==> src/rtl/uart_buffers_gen2.sv <==
// uart_buffers_gen2: UART TX/RX character FIFOs with status, trigger level and sticky overrun.
// Optional character timeout is built when UART_BUF_RX_TIMEOUT_EN is defined.
module uart_buffers_gen2 #(
  parameter int DEPTH = 16,
  parameter int DATA_W = 8,
  localparam int CW = $clog2(DEPTH) + 1
) (
  input  logic              pclk,
  input  logic              preset,
  input  logic              fifoen,
  input  logic              txclr,
  input  logic              rxclr,
  input  logic [1:0]        rxfiftl,
  input  logic              thr_wr_en,
  input  logic [DATA_W-1:0] pwdata,
  input  logic              tsr_load,
  output logic [DATA_W-1:0] tx_data,
  output logic              tx_full,
  output logic              tx_empty,
  output logic [CW-1:0]     tx_count,
  input  logic              receive_done,
  input  logic [DATA_W-1:0] rsr_data,
  input  logic              parity_error,
  input  logic              frame_error,
  input  logic              uart_break,
  input  logic              rbr_rd_en,
  output logic [DATA_W+2:0] rbr,
  output logic              rx_full,
  output logic              rx_empty,
  output logic [CW-1:0]     rx_count,
  output logic              dr,
  output logic              rx_trig,
  input  logic              lsr_rd,
  output logic              overrun,
  output logic              rx_err,
  input  logic              char_tick,
  output logic              rx_timeout
);
  localparam int AW = $clog2(DEPTH);
  localparam int EW = DATA_W + 3;
  logic [DATA_W-1:0] tx_mem [DEPTH];
  logic [EW-1:0]     rx_mem [DEPTH];
  logic [AW-1:0] tx_wp_q, tx_wp_d, tx_rp_q, tx_rp_d, rx_wp_q, rx_wp_d, rx_rp_q, rx_rp_d;
  logic [CW-1:0] tx_cnt_q, tx_cnt_d, rx_cnt_q, rx_cnt_d, err_q, err_d, cap, lvl;
  logic fifoen_q, ovr_q, ovr_d;
  logic tx_clr, rx_clr, tx_push, tx_pop, rx_push, rx_pop, rx_ovf;
  logic [EW-1:0] rx_in;
  // a mode switch flushes both FIFOs so capacity never drops below occupancy
  assign tx_clr = txclr | (fifoen ^ fifoen_q);
  assign rx_clr = rxclr | (fifoen ^ fifoen_q);
  assign cap = fifoen ? CW'(DEPTH) : CW'(1);
  assign lvl = !fifoen ? CW'(1) :
               rxfiftl == 2'd0 ? CW'(1) :
               rxfiftl == 2'd1 ? CW'(DEPTH / 4) :
               rxfiftl == 2'd2 ? CW'(DEPTH / 2) : CW'(DEPTH - 2);
  assign tx_empty = tx_cnt_q == '0;
  assign tx_full  = tx_cnt_q == cap;
  assign rx_empty = rx_cnt_q == '0;
  assign rx_full  = rx_cnt_q == cap;
  assign tx_pop  = tsr_load & ~tx_empty;
  assign tx_push = thr_wr_en & (~tx_full | tx_pop);
  assign rx_pop  = rbr_rd_en & ~rx_empty;
  assign rx_push = receive_done & (~rx_full | rx_pop);
  assign rx_ovf  = receive_done & rx_full & ~rx_pop;
  assign rx_in   = {uart_break, frame_error, parity_error, rsr_data};
  assign tx_data  = tx_empty ? '0 : tx_mem[tx_rp_q];
  assign rbr      = rx_empty ? '0 : rx_mem[rx_rp_q];
  assign tx_count = tx_cnt_q;
  assign rx_count = rx_cnt_q;
  assign dr       = ~rx_empty;
  assign rx_trig  = rx_cnt_q >= lvl;
  assign overrun  = ovr_q;
  assign rx_err   = err_q != '0;
  always_comb begin
    tx_wp_d  = tx_clr ? '0 : tx_wp_q + AW'(tx_push);
    tx_rp_d  = tx_clr ? '0 : tx_rp_q + AW'(tx_pop);
    tx_cnt_d = tx_clr ? '0 : tx_cnt_q + CW'(tx_push) - CW'(tx_pop);
    rx_wp_d  = rx_clr ? '0 : rx_wp_q + AW'(rx_push);
    rx_rp_d  = rx_clr ? '0 : rx_rp_q + AW'(rx_pop);
    rx_cnt_d = rx_clr ? '0 : rx_cnt_q + CW'(rx_push) - CW'(rx_pop);
    err_d    = rx_clr ? '0 : err_q + CW'(rx_push & |rx_in[EW-1:DATA_W]) - CW'(rx_pop & |rbr[EW-1:DATA_W]);
    ovr_d    = rx_ovf | (ovr_q & ~lsr_rd);
  end
  always_ff @(posedge pclk) begin
    if (tx_push) tx_mem[tx_wp_q] <= pwdata;
    if (rx_push) rx_mem[rx_wp_q] <= rx_in;
  end
  always_ff @(posedge pclk or posedge preset) begin
    if (preset) begin
      tx_wp_q  <= '0;
      tx_rp_q  <= '0;
      tx_cnt_q <= '0;
      rx_wp_q  <= '0;
      rx_rp_q  <= '0;
      rx_cnt_q <= '0;
      err_q    <= '0;
      ovr_q    <= 1'b0;
      fifoen_q <= 1'b0;
    end else begin
      tx_wp_q  <= tx_wp_d;
      tx_rp_q  <= tx_rp_d;
      tx_cnt_q <= tx_cnt_d;
      rx_wp_q  <= rx_wp_d;
      rx_rp_q  <= rx_rp_d;
      rx_cnt_q <= rx_cnt_d;
      err_q    <= err_d;
      ovr_q    <= ovr_d;
      fifoen_q <= fifoen;
    end
  end
`ifdef UART_BUF_RX_TIMEOUT_EN
  logic [2:0] to_q, to_d;
  always_comb
    to_d = (receive_done | rbr_rd_en | rx_clr | rx_empty) ? 3'd0 :
           (char_tick && to_q != 3'd4) ? to_q + 3'd1 : to_q;
  always_ff @(posedge pclk or posedge preset) begin
    if (preset) to_q <= 3'd0;
    else to_q <= to_d;
  end
  assign rx_timeout = to_q == 3'd4;
`else
  logic unused_char_tick;
  assign unused_char_tick = char_tick;
  assign rx_timeout = 1'b0;
`endif
endmodule

==> config.mk <==
export PLATFORM = sky130hd
export DESIGN_NAME = uart_buffers_gen2
export DESIGN_NICKNAME = d
export VERILOG_FILES = /design/src/rtl/uart_buffers_gen2.sv
export SDC_FILE = /design/constraint.sdc
export NUM_CORES = 1
export LEC_CHECK = 0
export CAP_MARGIN = 30
export CORE_ASPECT_RATIO = 0.8
export CORE_MARGIN = 2
export CORE_UTILIZATION = 60
export DETAILED_ROUTE_END_ITERATION = 16
export GPL_ROUTABILITY_DRIVEN = 0
export GPL_TIMING_DRIVEN = 0
export PLACE_DENSITY = 0.76
export SETUP_SLACK_MARGIN = 0.1
export SLEW_MARGIN = 20
export SYNTH_ARGS = -nofsm -noshare
export SYNTH_HDL_FRONTEND = slang
export SYNTH_SLANG_ARGS = --single-unit
==> constraint.sdc <==
create_clock -name pclk -period 3.9 [get_ports pclk]
set_input_delay 0.585 -clock pclk [delete_from_list [all_inputs] [get_ports pclk]]
set_output_delay 0.585 -clock pclk [all_outputs]
set_load 0.005 [all_outputs]
==> results.cfg, run 1 <==
[clock_tree]
cts_buffers = 31
cts_tree = yes
clock_sinks = 337
cts_htree_levels = 1
clk_pin_slew_ns = 0.06
postCtsSetupBuffers = 0
hold_buffers = 0
root_buffer = clkbuf_16
clock_latency_ns = 0.56
clockBufferDepth = 3

[route]
vias = 7223
first_pass_iters = 5
drc = 0
vias_per_cell = 6.286
wl_um = 29390
routedWlPerCell_um = 25.58
ant_nets = 0
drt_iter0_markers = 855

[run_status]
run_status = finished, final reports clean

[grt]
grt_overflow_total = 0
grt_max_degree = 34
grt_pass1_wl_um = 44280
grt_antenna_before_repair = 1
first_global_vias = 7436
track_usage_pct = 24.69

[worst_setup_path]
slowest_delay_ns = 0.50
startpoint = tx_rp_q[1]
worstSetupEndpointType = output pin
ff2ff_setup_slack_ns = 0.24
path_cells = clkbuf_1 -> clkbuf_2 -> mux4_2 -> mux4_2 -> nor2b_1 -> clkdlybuf4s50_1
critPathMaxFanout = 10
critPathTopFamily = buffers and inverters
start_kind = register
r2r-end = err_q[4]
crit_path_frequent_cell = mux4_2
required_ns = 3.31
timing.rr.start = rx_rp_q[0]
slowest_stage = clkdlybuf4s50_1
r2r_cells = 14
worstSetupPathType = reg2out
cp_num_buf_inv = 3
arrival_ns = 3.11

[die]
die_area_mm2 = 0.02426
die_w_um = 173.6
core_mm2 = 0.02256
ios = 70
row_count = 49
initial_core_util_pct = 61.23
die_height_um = 139.7

[layout]
final_cell_mix = edfxtp_1, mux4_2, clkdlybuf4s50_1
nets = 882
diodes = 0
final_common_cell = edfxtp_1
areaGrowthSynthToFinish_pct = 17.24
finalInstanceArea_mm2 = 0.01620
multi_input_area_mm2 = 0.003700
ff_latch_area_mm2 = 0.009955
final_layout_size_suffix_gt1_share_pct = 23.96
fin_util_pct = 71.78
fill_cells = 1351

[power]
p_leak_nw = 5.382
pwr-share-comb_pct = 17.1
p_per_area_mw_per_mm2 = 535.9
p_int_mw = 6.644
peakVddDrop_mv = 0.3495
power.net_switching_mw = 2.035
swShare_pct = 23.45
p_clk_share_pct = 35.9
seq_power_share_pct = 47.0

[synth]
synthFlopType = edfxtp_1
syn_inst = 707
synthAdderAreaFrac_pct = 2.971
syn_area_mm2 = 0.01381
synth_top_family_by_area = multiplexers
synth_mux_area_share_pct = 15.07
avgSynthCellArea_um2 = 19.54
synth_cell_types = 46
synth_edf_count = 304
ys_seq_area_share_pct = 72.06
synth-simple-area-share_pct = 5.226
yosys_warnings = 0
synth-compound-area-share_pct = 1.531
yosys.area_share.xor_xnor_pct = 1.205
synth_nets = 770
ys_ff_latch = 337
synthArstFlopShare_pct = 9.792

[hold_path]
worstHoldPathType = in2async

[place]
numPortBuffers = 67
hpwl_um = 19630
dpl_cell_area_mm2 = 0.01507

[timing]
finalSetupViolations = 0
hold_viol_final = 0
worst_pin_slew_ns = 0.8979
fin_crit_ns = 3.690
fmax_ghz = 0.2710
rsz0062_at_grt = no
skew_ns = 0.01909
finalMaxSlewViolations = 0
relSlewSlack_pct = 39.92
fin_crit_sh_pct = 94.62

[run]
cap_violations = 0
==> cells in the mapped netlist, drive strengths merged (2+ instances only) <==
| library cell | count | share of area, % |
|---|---|---|
| nor4 | 6 | 0.27 |
| nand4b | 2 | 0.13 |
| nor2 | 43 | 1.2 |
| a21oi | 9 | 0.33 |
| clkbuf | 18 | 0.50 |
| a21o | 6 | 0.33 |
| edfxtp | 304 | 66 |
| o21ai | 6 | 0.24 |
| and3 | 3 | 0.14 |
| or3 | 5 | 0.23 |
| ha | 28 | 2.5 |
| dfrtp | 33 | 6.0 |
| xnor2 | 11 | 0.70 |
| xor2 | 8 | 0.51 |
| nand3 | 10 | 0.36 |
| a22oi | 3 | 0.16 |
| nor4b | 2 | 0.13 |
| mux4 | 92 | 15 |
| fa | 3 | 0.43 |
| o2111ai | 3 | 0.19 |
| inv | 25 | 0.68 |
| nor3 | 6 | 0.22 |
| nand2 | 10 | 0.27 |
| nor2b | 11 | 0.50 |
| and2 | 22 | 1.0 |
| nand2b | 9 | 0.41 |
| buf | 15 | 0.73 |
==> metal layers <==
| layer | GRT usage (%) | share of wire [%] |
|---|---|---|
| met1 | 38.22 | 42 |
| met2 | 38.04 | 47 |
| met3 | 4.372 | 9.2 |
| met4 | 4.954 | 1.4 |
| met5 | 0 | 0 |
==> worst max path at each step <==
stage | slack, ns | to | cells after the start
after floorplan | 0.52 | err_q[4] | 14
after global placement | -1.13 | rx_mem[8][6] | 6
after detailed placement | -0.54 | err_q[4] | 15
after CTS | 0.006 | err_q[4] | 14
after global routing | 0.1 | err_q[4] | 14
final | 0.21 | tx_data[2] | 6
==> registers in the layout, indices dropped and copies added, names as in the netlist <==
| register | count |
|---|---|
| tx_count | 5 |
| overrun | 1 |
| tx_wp_q | 4 |
| err_q | 5 |
| rx_count | 5 |
| rx_rp_q | 4 |
| tx_mem | 128 |
| rx_mem | 176 |
| rx_wp_q | 4 |
| fifoen_q | 1 |
| tx_rp_q | 4 |
==> layout make-up <==
type	instances	share of cell area (%)
Buffer	32	1.367
Sequential cell	337	61.46
Clock buffer	42	5.416
Timing Repair Buffer	80	4.767
Clock inverter	15	1.197
Inverter	25	0.5794
Multi-Input combinational cell	312	22.84
Tap cell	306	2.364
==> stage by stage <==
step | total power, mW | setup TNS (ns) | hold WS, ns | std cells | setup slack, ns
after floorplan | 4.934 | 0 | 0.5078 | 707 | 0.5230
after global placement | 5.533 | -61.13 | 0.5127 | 1080 | -1.134
after detailed placement | 5.613 | -1.001 | 0.5236 | 1093 | -0.5383
after CTS | 8.706 | 0 | 0.4990 | 1150 | 0.005723
after global routing | 8.973 | 0 | 0.5410 | 1149 | 0.09922
final | 8.679 | 0 | 0.4822 | 1149 | 0.2097
==> power by group through the flow <==
stage	logic, mW	clock network [mW]	registers [mW]
after floorplan	0.799	0	4.14
after global placement	1.39	0	4.14
after detailed placement	1.46	0	4.15
after CTS	1.48	3.15	4.07
after global routing	1.61	3.28	4.08
final	1.48	3.12	4.08
==> cell families after synthesis <==
family          Yosys count
simple gates            136
buf+inv                  58
fa+ha+maj                31
xor+xnor                 19
mux                      93
compound gates           32
other cells               1
flops                   337
==> worst register-to-register path, stage by stage (launching register included) <==
cell and delay (ns):
dfrtp_1 0.37, buf_6 0.20, buf_12 0.18, mux4_2 0.51
a22oi_1 0.26, and3_1 0.21, a31oi_1 0.13, ha_1 0.30
inv_1 0.04, ha_1 0.20, fa_1 0.44, a21oi_1 0.16
nor2_1 0.07, or3_1 0.34, a21oi_1 0.16
==> timing repair <==
action / in CTS / in global routing
endpoints found under the setup margin: 20 / 3
resized for setup: 8 / 21
gates cloned: 0 / 0
No activity file was read; power rests on OpenSTA's default activity.
==> run 2: changes to the inputs <==
- PLACE_DENSITY: 0.76 -> 0.8
==> run 2 against run 1 <==
  * Design area up 0.29%
  * Critical endpoint is now err_q[4]
  * Largest cell class unchanged
  * Core utilization up 0.21 points
  * Register-to-register slack worse by 0.08 ns
  * Routed wire length up 9.0%
  * Largest power group unchanged
  * Final cell count up 0.87%
  * Via count up 3.0%
  * Maximum frequency down 1.4%
  * Setup slack worse by 0.054 ns
==> results.cfg, run 2 (synthesis gave the netlist of run 1 again) <==
[worst_setup_path]
start_kind = register
timing.rr.start = rx_rp_q[1]
arrival_ns = 4.16
startpoint = rx_rp_q[1]
critPathMaxFanout = 10
worstSetupPathType = reg2reg
ff2ff_setup_slack_ns = 0.16
r2r_cells = 14
required_ns = 4.32
r2r-end = err_q[4]
worstSetupEndpointType = register

[power]
swShare_pct = 24.03
p_clk_share_pct = 36.1
power.net_switching_mw = 2.102
peakVddDrop_mv = 0.3853
pwr-share-comb_pct = 17.3
finalPower_mw = 8.747
p_int_mw = 6.645
seq_power_share_pct = 46.6
p_per_area_mw_per_mm2 = 538.5
p_leak_nw = 5.423

[hold_path]
worstHoldPathType = in2async

[grt]
grt_pass1_wl_um = 48180
first_global_vias = 7819
grt_max_degree = 34
grt_overflow_total = 0
grt_antenna_before_repair = 0
track_usage_pct = 27.24

[clock_tree]
cts_htree_levels = 2
cts_tree = yes
clockBufferDepth = 3
clk_pin_slew_ns = 0.06
root_buffer = clkbuf_16
hold_buffers = 0
cts_buffers = 35
clock_sinks = 337
clock_latency_ns = 0.51

[route]
drc = 0
first_pass_iters = 5
routedLengthMet1_um = 12510
wl_met3_um = 3608
routed.top_layer = met4
wl_um = 32030
wl_met2_um = 15250
drt_iter0_markers = 956
routedWlPerCell_um = 27.64
vias = 7441
ant_nets = 0
vias_per_cell = 6.420

[timing]
fin_crit_ns = 3.745
finalMaxSlewViolations = 0
fin_crit_sh_pct = 96.01
relSlewSlack_pct = 37.89
worst_pin_slew_ns = 0.9316
skew_ns = 0.01705
fmax_ghz = 0.2671
finalSetupViolations = 0
hold_viol_final = 0
rsz0062_at_grt = no

[run_status]
run_status = finished, final reports clean

[layout]
largest_reg_flops = 176
stdcell_count = 1159
nets = 891
largest_registers = rx_mem x176, tx_mem x128
diodes = 0
areaGrowthSynthToFinish_pct = 17.58
largest_register = rx_mem
final_common_cell = edfxtp_1
final_cell_mix = edfxtp_1, mux4_2, clkdlybuf4s50_1
final_layout_size_suffix_gt1_share_pct = 24.50
fill_cells = 1329

[die]
die_area_mm2 = 0.02426
die_w_um = 173.6
initial_core_util_pct = 61.23
die_height_um = 139.7
core_mm2 = 0.02256
row_count = 49
ios = 70

[run]
cap_violations = 0

[place]
dp_cells = 1093
numPortBuffers = 67
hpwl_um = 20400
## run 2: cell types whose count changed in the layout (fill, tap and decap cells not counted), moves of 2 or more
cell,previous run,this run
and3_1,3,1
and3_2,0,2
clkinv_2,3,6
buf_4,9,16
clkinvlp_4,3,1
bufinv_16,4,1
buf_6,9,5
clkbuf_16,31,37
clkbuf_1,14,20
clkbuf_8,6,1
## run 2: worst max-delay path: stages (launching register included)
cell and delay (ns):
dfrtp_1 0.37, buf_2 0.26, buf_4 0.28, mux4_2 0.35, a22oi_1 0.22, and3_2 0.26, a31oi_1 0.10, ha_1 0.29
inv_1 0.04, ha_1 0.20, fa_1 0.44, a21oi_1 0.18, nor2_1 0.10, or3_1 0.38, a21oi_1 0.18
## run 2: worst max path at each step
stage                   end  slack, ns  depth (start not counted)
6_report           err_q[4]       0.16                         14
5_1_grt            err_q[4]        0.1                         14
4_1_cts            err_q[4]       0.08                         15
3_5_place_dp       err_q[4]      -0.54                         15
3_3_place_gp   rx_mem[4][7]      -1.15                          6
2_1_floorplan      err_q[4]       0.52                         14
## run 2: what timing repair did
action / CTS / global route
setup buffers: 0 / 5
setup endpoints to repair: 21 / 1
cloned: 0 / 0
pin swaps: 0 / 1
gates resized for setup: 19 / 10
## run 2: power by group through the flow
stage | registers (mW) | clock network (mW) | logic, mW
CTS | 4.08 | 3.18 | 1.50
global route | 4.08 | 3.32 | 1.63
detailed placement | 4.15 | 0 | 1.47
floorplan | 4.14 | 0 | 0.799
finish | 4.08 | 3.16 | 1.51
global placement | 4.14 | 0 | 1.39
## run 2: through the flow
step / cell area, um^2 / TNS, ns / util [%] / setup slack (ns) / hold WS [ns]
floorplan: 13810 / 0 / - / 0.5230 / 0.5078
global placement: 14870 / -61.21 / 65.90 / -1.148 / 0.5094
detailed placement: 15060 / -0.8020 / 66.75 / -0.5424 / 0.5162
CTS: 16190 / 0 / 71.75 / 0.07943 / 0.5323
global route: 16240 / 0 / 71.99 / 0.09898 / 0.5724
finish: 16240 / 0 / 71.99 / 0.1554 / 0.5183
## run 2: metal layers
metal,up-vias,GRT usage (%)
met5,-,0
met2,464,42.04
met3,60,7.077
met4,0,7.563
met1,3859,39.52
li1,3058,-
## run 2: layout make-up
type	instances	area, um^2	area share (%)
multi-input combinational	312	3704	22.80
sequential	337	9955	61.28
buffer	32	214.0	1.317
inverter	25	93.84	0.5777
clock buffer	49	980.9	6.039
tap	306	382.9	2.357
timing repair buffer	85	804.5	4.953
clock inverter	13	108.9	0.6702
==> run 3: changes to the inputs <==
- GPL_TIMING_DRIVEN: 0 -> unset
==> run 3 against run 2 <==
  * Via count fell by 1.1%
  * Sequential share of layout area up 0.37 points
  * Sequential power about the same
  * Critical path depth decreased by 9
  * Hold slack lost 0.14 ns
  * Count of clock-buffer cells in the layout grew 2
  * Total power shrank 0.34%
  * Global-route usage down 0.78 points
  * Maximum frequency up 2.1%
  * Design area down 0.52%
  * Core utilization shrank 0.37 points
  * Final cell count is 0.69% lower
  * Largest cell class unchanged
  * Largest power group unchanged
==> results.cfg, run 3 (synthesis gave the netlist of run 1 again) <==
[power]
seq_power_share_pct = 47.1
finalPower_mw = 8.717
p_leak_nw = 5.383
pwr-share-comb_pct = 17.1
power.net_switching_mw = 2.084
swShare_pct = 23.91
p_int_mw = 6.633
p_per_area_mw_per_mm2 = 539.5
peakVddDrop_mv = 0.2861
p_clk_share_pct = 35.9

[layout]
nets = 882
final_layout_size_suffix_gt1_share_pct = 22.39
largest_register = rx_mem
areaGrowthSynthToFinish_pct = 16.97
final_cell_mix = edfxtp_1, mux4_2, clkdlybuf4s50_1
largest_reg_flops = 176
largest_registers = rx_mem x176, tx_mem x128
final_common_cell = edfxtp_1

[timing]
relSlewSlack_pct = 33.95
rsz0062_at_grt = no
worst_pin_slew_ns = 0.9871
fin_crit_ns = 3.666
hold_viol_final = 0
tns_ns = 0
finalSetupViolations = 0
fin_crit_sh_pct = 94.00
skew_ns = 0.01329
fmax_ghz = 0.2728
finalMaxSlewViolations = 0

[worst_setup_path]
slowest_delay_ns = 0.60
slowest_stage = mux4_2
path_cells = buf_12 -> mux4_2 -> mux4_2 -> nor2b_1 -> clkdlybuf4s50_1
ff2ff_setup_slack_ns = 0.35
arrival_ns = 3.08
timing.rr.start = rx_rp_q[0]
startpoint = tx_rp_q[0]
start_kind = register
crit_path_frequent_cell = mux4_2
worstSetupPathType = reg2out
required_ns = 3.31
critPathMaxFanout = 23
worstSetupEndpointType = output pin

[die]
initial_core_util_pct = 61.23
die_height_um = 139.7
die_area_mm2 = 0.02426
row_count = 49
core_mm2 = 0.02256
die_w_um = 173.6
ios = 70

[route]
first_pass_iters = 5
routedWlPerCell_um = 26.95
vias_per_cell = 6.391
wl_um = 31020
drt_iter0_markers = 805
drc = 0
vias = 7356
ant_nets = 0

[clock_tree]
postCtsSetupBuffers = 0
cts_buffers = 34
clock_latency_ns = 0.52
root_buffer = clkbuf_16
cts_htree_levels = 2
hold_buffers = 0
clock_sinks = 337
clockBufferDepth = 3
cts_tree = yes
clk_pin_slew_ns = 0.06

[place]
numPortBuffers = 67
hpwl_um = 19090

[grt]
first_global_vias = 7639
grt_overflow_total = 0
track_usage_pct = 26.46
grt_antenna_before_repair = 2
grt_pass1_wl_um = 46740
grt_max_degree = 35

[hold_path]
worstHoldPathType = in2async

[run]
cap_violations = 0

[run_status]
run_status = finished, final reports clean
## run 3: cell types whose count changed in the layout (fill, tap and decap cells not counted), moves of 4 or more
cell / delta
buf_2: -7
clkbuf_2: -6
clkinv_1: +4
clkinv_2: -4
nor2_1: +9
buf_4: +22
nor2_2: -9
buf_6: -4
clkbuf_1: -7
## run 3: path summary, 6_finish.rpt
check,endpoint,cells after the start
setup / recovery,tx_data[3],5
hold / removal,overrun,2
setup reg to reg,err_q[4],13
hold reg to reg,overrun,2
max in group asynchronous,tx_count[2],4
min in group pclk,overrun,2
## run 3: final cells by class
class / count / area (um^2)
multi-input combinational: 312 / 3636
clock inverter: 10 / 70.07
clock buffer: 51 / 988.4
antenna: 1 / 2.502
tap: 306 / 382.9
sequential: 337 / 9963
inverter: 25 / 93.84
timing repair buffer: 109 / 1022
fill: 1292 / 6402
## run 3: what timing repair did
item / 4_1_cts / 5_1_grt
pin swaps: 0 / 0
setup endpoints to repair: 2 / 8
gates resized for setup: 1 / 2
hold endpoints to repair: 0 / 0
## run 3: layer usage
layer / wire (um) / up-vias / GRT usage [%]
met5: 12 / - / 0
met4: 671 / 2 / 8.226
met3: 3222 / 53 / 7.541
met2: 14510 / 424 / 39.66
met1: 12600 / 3841 / 38.62
li1: - / 3036 / -
## run 3: metrics by stage
stage	worst slack [ns]	hold slack (ns)	std cells	instance area (um^2)	util, %
2_1_floorplan	0.5230	0.5078	707	13810	-
3_3_place_gp	0.2204	0.5143	1088	15070	66.81
3_5_place_dp	0.1528	0.5295	1089	15090	66.88
4_1_cts	0.1097	0.3922	1150	16150	71.58
5_1_grt	0.1164	0.4131	1150	16160	71.61
6_report	0.2338	0.3738	1151	16160	71.62
## run 3: worst max-delay path, delay by kind of cell (launching register included)
| family | cells | cell delay, ns |
|---|---|---|
| buf+inv | 2 | 0.71 |
| simple gates | 1 | 0.16 |
| flops | 1 | 0.57 |
| mux | 2 | 1.10 |
## run 3: power groups by stage
stage	clock, mW	combinational, mW	sequential, mW
after floorplan	0	0.799	4.14
after global placement	0	1.39	4.16
after detailed placement	0	1.45	4.17
after CTS	3.15	1.49	4.10
after global routing	3.28	1.59	4.11
final	3.13	1.49	4.10
